`src/rtl/fifo_pkg.sv`:
```
// Shared constants and types for the asynchronous FIFO and its read-side streamer.
package fifo_pkg;

    localparam int unsigned DEF_WIDTH = 8;
    localparam int unsigned DEF_DEPTH = 16;
    localparam int unsigned DEF_CNT_W = 16;

    typedef logic [1:0] occ_t;

    localparam occ_t OCC_EMPTY = 2'd0;
    localparam occ_t OCC_ONE   = 2'd1;
    localparam occ_t OCC_FULL  = 2'd2;

    // Words that will be held after this edge: buffered + landing - leaving.
    function automatic logic [2:0] credit_after(input occ_t occ, input logic inflight, input logic pop);
        return {1'b0, occ} + {2'b00, inflight} - {2'b00, pop};
    endfunction

endpackage

```
`src/rtl/fifo_read_streamer_chk.sv`:
```
// Protocol checks for the read streamer: no buffer overflow, no read of an empty FIFO.
module fifo_read_streamer_chk
    import fifo_pkg::*;
(
    input logic clk,
    input logic rst,
    input logic push,
    input logic pop,
    input occ_t occ,
    input logic fifo_empty,
    input logic fifo_r_en
);

    a_no_overflow: assert property (@(posedge clk) disable iff (rst)
        !(push && !pop && (occ == OCC_FULL)));

    a_credit_bound: assert property (@(posedge clk) disable iff (rst)
        (occ != 2'd3));

    a_no_empty_read: assert property (@(posedge clk) disable iff (rst)
        !(fifo_r_en && fifo_empty));

endmodule

```
`src/rtl/stream_skid_buf2.sv`:
```
// Two-entry in-order register buffer; entry0 is always the head word.
module stream_skid_buf2
    import fifo_pkg::*;
#(
    parameter int WIDTH = DEF_WIDTH
) (
    input  logic             clk,
    input  logic             rst,
    input  logic             push,
    input  logic [WIDTH-1:0] push_data,
    input  logic             pop,
    output occ_t             occ,
    output logic [WIDTH-1:0] head_data
);

    logic [WIDTH-1:0] entry0_r;
    logic [WIDTH-1:0] entry1_r;
    logic             pop_ok_s;

    assign pop_ok_s  = pop && (occ != OCC_EMPTY);
    assign head_data = entry0_r;

    // Occupancy and storage update; a push into a full buffer is dropped and flagged by the checker.
    always_ff @(posedge clk) begin
        if (rst) begin
            occ      <= OCC_EMPTY;
            entry0_r <= '0;
            entry1_r <= '0;
        end else begin
            case ({push, pop_ok_s})
                2'b10: begin
                    if (occ == OCC_EMPTY) begin
                        entry0_r <= push_data;
                        occ      <= OCC_ONE;
                    end else if (occ == OCC_ONE) begin
                        entry1_r <= push_data;
                        occ      <= OCC_FULL;
                    end
                end
                2'b01: begin
                    entry0_r <= entry1_r;
                    occ      <= occ - 2'd1;
                end
                2'b11: begin
                    if (occ == OCC_FULL) begin
                        entry0_r <= entry1_r;
                        entry1_r <= push_data;
                    end else begin
                        entry0_r <= push_data;
                    end
                end
                default: begin
                end
            endcase
        end
    end

endmodule

```
`src/rtl/fifo_read_streamer.sv`:
```
// Read-domain consumer of the async FIFO: issues r_en against a credit budget and
// streams popped words downstream through a 2-entry buffer.
module fifo_read_streamer
    import fifo_pkg::*;
#(
    parameter int WIDTH = DEF_WIDTH,
    parameter int CNT_W = DEF_CNT_W
) (
    input  logic             r_clk,
    input  logic             r_rst,
    input  logic             fifo_empty,
    input  logic [WIDTH-1:0] fifo_data,
    output logic             fifo_r_en,
    output logic             m_valid,
    output logic [WIDTH-1:0] m_data,
    input  logic             m_ready,
    output logic [CNT_W-1:0] rd_count
);

    occ_t             occ_s;
    logic             inflight_r;
    logic             pop_s;
    logic [2:0]       credit_s;
    logic [CNT_W-1:0] rd_count_r;

    assign m_valid  = (occ_s != OCC_EMPTY);
    assign pop_s    = m_valid && m_ready;
    assign rd_count = rd_count_r;

    // Issue a read only if the word it returns is guaranteed a buffer slot.
    always_comb begin
        credit_s = credit_after(occ_s, inflight_r, pop_s);
        if (r_rst || fifo_empty) begin
            fifo_r_en = 1'b0;
        end else begin
            fifo_r_en = (credit_s < 3'd2);
        end
    end

    // Track the word returning from the FIFO's one-cycle read latency.
    always_ff @(posedge r_clk) begin
        if (r_rst) begin
            inflight_r <= 1'b0;
        end else begin
            inflight_r <= fifo_r_en;
        end
    end

    // Delivered-word counter, wraps naturally.
    always_ff @(posedge r_clk) begin
        if (r_rst) begin
            rd_count_r <= '0;
        end else if (pop_s) begin
            rd_count_r <= rd_count_r + {{(CNT_W-1){1'b0}}, 1'b1};
        end
    end

    stream_skid_buf2 #(
        .WIDTH (WIDTH)
    ) u_buf (
        .clk       (r_clk),
        .rst       (r_rst),
        .push      (inflight_r),
        .push_data (fifo_data),
        .pop       (pop_s),
        .occ       (occ_s),
        .head_data (m_data)
    );

    fifo_read_streamer_chk u_chk (
        .clk        (r_clk),
        .rst        (r_rst),
        .push       (inflight_r),
        .pop        (pop_s),
        .occ        (occ_s),
        .fifo_empty (fifo_empty),
        .fifo_r_en  (fifo_r_en)
    );

endmodule

```
`config.mk`:
```
export PLATFORM = sky130hd
export DESIGN_NAME = fifo_read_streamer
export DESIGN_NICKNAME = d
export VERILOG_FILES = /design/src/rtl/fifo_pkg.sv /design/src/rtl/fifo_read_streamer_chk.sv /design/src/rtl/stream_skid_buf2.sv /design/src/rtl/fifo_read_streamer.sv
export SDC_FILE = /design/constraint.sdc
export NUM_CORES = 1
export LEC_CHECK = 0
export ABC_AREA = 1
export CAP_MARGIN = 25
export CORE_MARGIN = 4
export CORE_UTILIZATION = 25
export CTS_CLUSTER_DIAMETER = 60
export DETAILED_ROUTE_END_ITERATION = 12
export SLEW_MARGIN = 25
export SYNTH_ARGS = -nofsm -noshare
export SYNTH_HDL_FRONTEND = slang
export SYNTH_SLANG_ARGS = --single-unit
export TNS_END_PERCENT = 50
```
`constraint.sdc`:
```
create_clock -name r_clk -period 3.3 [get_ports r_clk]
set_input_delay 0.99 -clock r_clk [delete_from_list [all_inputs] [get_ports r_clk]]
set_output_delay 0.99 -clock r_clk [all_outputs]
set_load 0.05 [all_outputs]
```
==> metrics.txt <==
critical-path cell list buf_8, inv_12, nor2_4, ha_4, nor2_4, fa_2, xnor2_2, nor4_4, buf_12; routability cong. 0.749; Pwr Total 0.00195 W; Worst Hold Class flip-flop to flip-flop; count leader, synth inv_1; CP peak stage delay 0.35 ns; CP max-delay cell fa_2; Skew-Pair Late Insertion Delay 0.28 ns; clock tree buffer depth 2; met2 usage 17.3%; Die X 92.9 um; Synth Register Bits 35; final worst-path cycle share 104%; Post-Syn Nets 266; YS warnings 0; top cells by count, synth inv_1, dfxtp_1, nand2_1; most crowded layer after global routing met2; port bufs 37; crit end category output port; n_diodes 0; Power Dens Cells 784 nW/um2; Highest Clock Rate 0.292 GHz; antenna-violating nets left 0; Yosys top cell area share 38.9%; I/O pin total 38; # rows 30; Post-synth EDFFs 0; CP Class input port to output port; pin slew with the least headroom to its limit 0.506 ns; leakage power 1.03 nW; Vias/cell 4.28; initial DRC count 62; Worst Path Required 2.31 ns; fin. max-slew vios 0; nets 315; clock-pin slew on the worst setup and hold paths 0.07 ns; Slew headroom 66.1%; vias in the first global route 1,648; core area 6910 um2; M1 GR Usage 13.9%; Post-Syn Instances 245; GR Overflow Total 0; final core occ 36.1%; Num CTS Buffers 5; Setup crit start kind input port; CTS root buf clkbuf_8; failing checks negative setup slack; DRC viols 0; ranking of synthesized cells by area dfxtp_1, inv_1, o21ai_0, nand2_1, a21oi_1; Max Cap Viol 0; final WL 4.26 mm; post-DP HPWL 3.12 mm; crit path buf inv count 3; family with the most delay on the worst path adder cells; IR Drop Worst-Case VDD 219 uV; status complete, but fails checks; initial antenna violation count 0; Initial Util 26.1%; Worst Clk Skew 0.00379 ns; post-synth cell types 28; Final min period 3.43 ns; RSZ-0062 raised after global routing true; post-synthesis sequential area ratio 38.9%; R2R depth 10; CP arrival 2.44 ns; Filler Cells Inserted 757; Post-Syn Area 1800 um2; area leader, netlist dfxtp_1; first drt pass iteration count 4; post-detailed-route wirelength per cell 10.9 um; largest net degree at the start of global routing 19; Placed Area 2390 um2; gr usage total 10.7%; layout cells sized above 1 12.5%; Final Cell Area 2490 um2; hold depth 2; final hold viol count 0; Sink Count 35; dpl ws -0.734 ns; Vert. Die Dim 92.9 um; die footprint 8630 um2; mean post-synth cell area 7.35 um2; CTS Hold Bufs 0; CTS tree done; met3 usage 3.09%; CP dominant cell by count nor2_4; global-route wire length before repair 7.52 mm; Via Count 1,672; Main synth FF type dfxtp_1; CP Depth 9; Final setup viols 1; Synth async-reset ratio 0%; Hold WS 0.455 ns; Max Fanout on Critical Path 2; min setup slack post-route -0.127 ns; Area growth syn-to-layout 38.5%; CTS H-tree depth 2
## logic make-up after synthesis
logic type | share of synthesized area [%]
xor+xnor | 0.486
simple gates | 22.7
compound gates | 19.2
fa+ha+maj | 6.67
flops | 38.9
buf+inv | 12.1
## final timing paths
check / from / slack (ns) / to
max: m_ready / -0.13 / fifo_r_en
min: u_buf.entry1_r[3] / 0.46 / u_buf.entry1_r[3]
max reg2reg: u_buf.occ[0] / 1.14 / u_buf.entry1_r[7]
min reg2reg: u_buf.entry1_r[3] / 0.46 / u_buf.entry1_r[3]
## cell usage in the layout (no fill, tap or decap), drive strengths merged
cell	n
nand4	3
nor3	3
fa	1
xnor2	1
ha	8
clkdlybuf4s50	35
inv	53
nand3b	1
clkbuf	7
buf	11
nor4	2
and3	1
o21ai	27
nand2	36
o21bai	8
nor2	23
dfxtp	35
nand3	11
o22ai	8
clkinv	1
a21oi	20
## through the flow
step / cells / TNS [ns]
2_1_floorplan: 245 / -0.290
3_3_place_gp: 382 / -0.713
3_5_place_dp: 382 / -0.734
4_1_cts: 391 / -0.134
5_1_grt: 391 / -0.182
6_report: 391 / -0.127
## tightest hold or removal path, delay by kind of cell (launching register included)
kind,cells,cell delay (ns)
compound gates,1,0.05
flops,1,0.30
buf+inv,1,0.06
## power breakdown
group | internal [W] | switching, W
registers | 0.000535 | 0.0000514
clock network | 0.000148 | 0.000155
logic | 0.000397 | 0.000668
## state kept, by name, indices dropped and copies added, names as in the netlist
signal and flops:
u_buf.entry1_r 8, u_buf.occ 2, inflight_r 1, rd_count 16, u_buf.head_data 8
## metal layers
metal	vias to the layer above	part of all wire, %
li1	888	-
met1	748	46
met2	31	48
met3	5	5.1
met4	0	0.96
met5	-	0
## area by class of cell
class,instances,area (um2),share of cell area (%)
clock inverter,1,5.00,0.201
multi-input combinational,153,928,37.2
inverter,53,211,8.48
tap,96,120,4.81
sequential,35,701,28.1
clock buffer,7,76.3,3.06
timing repair buffer,46,453,18.2
## repair_timing
item,in CTS,in global routing
hold endpoints to repair,0,0
endpoints found under the setup margin,1,1
pin swaps,5,1
buffers inserted,1,0
cloned,0,0
resized for setup,10,0
Power figures use the tool's default switching activity.
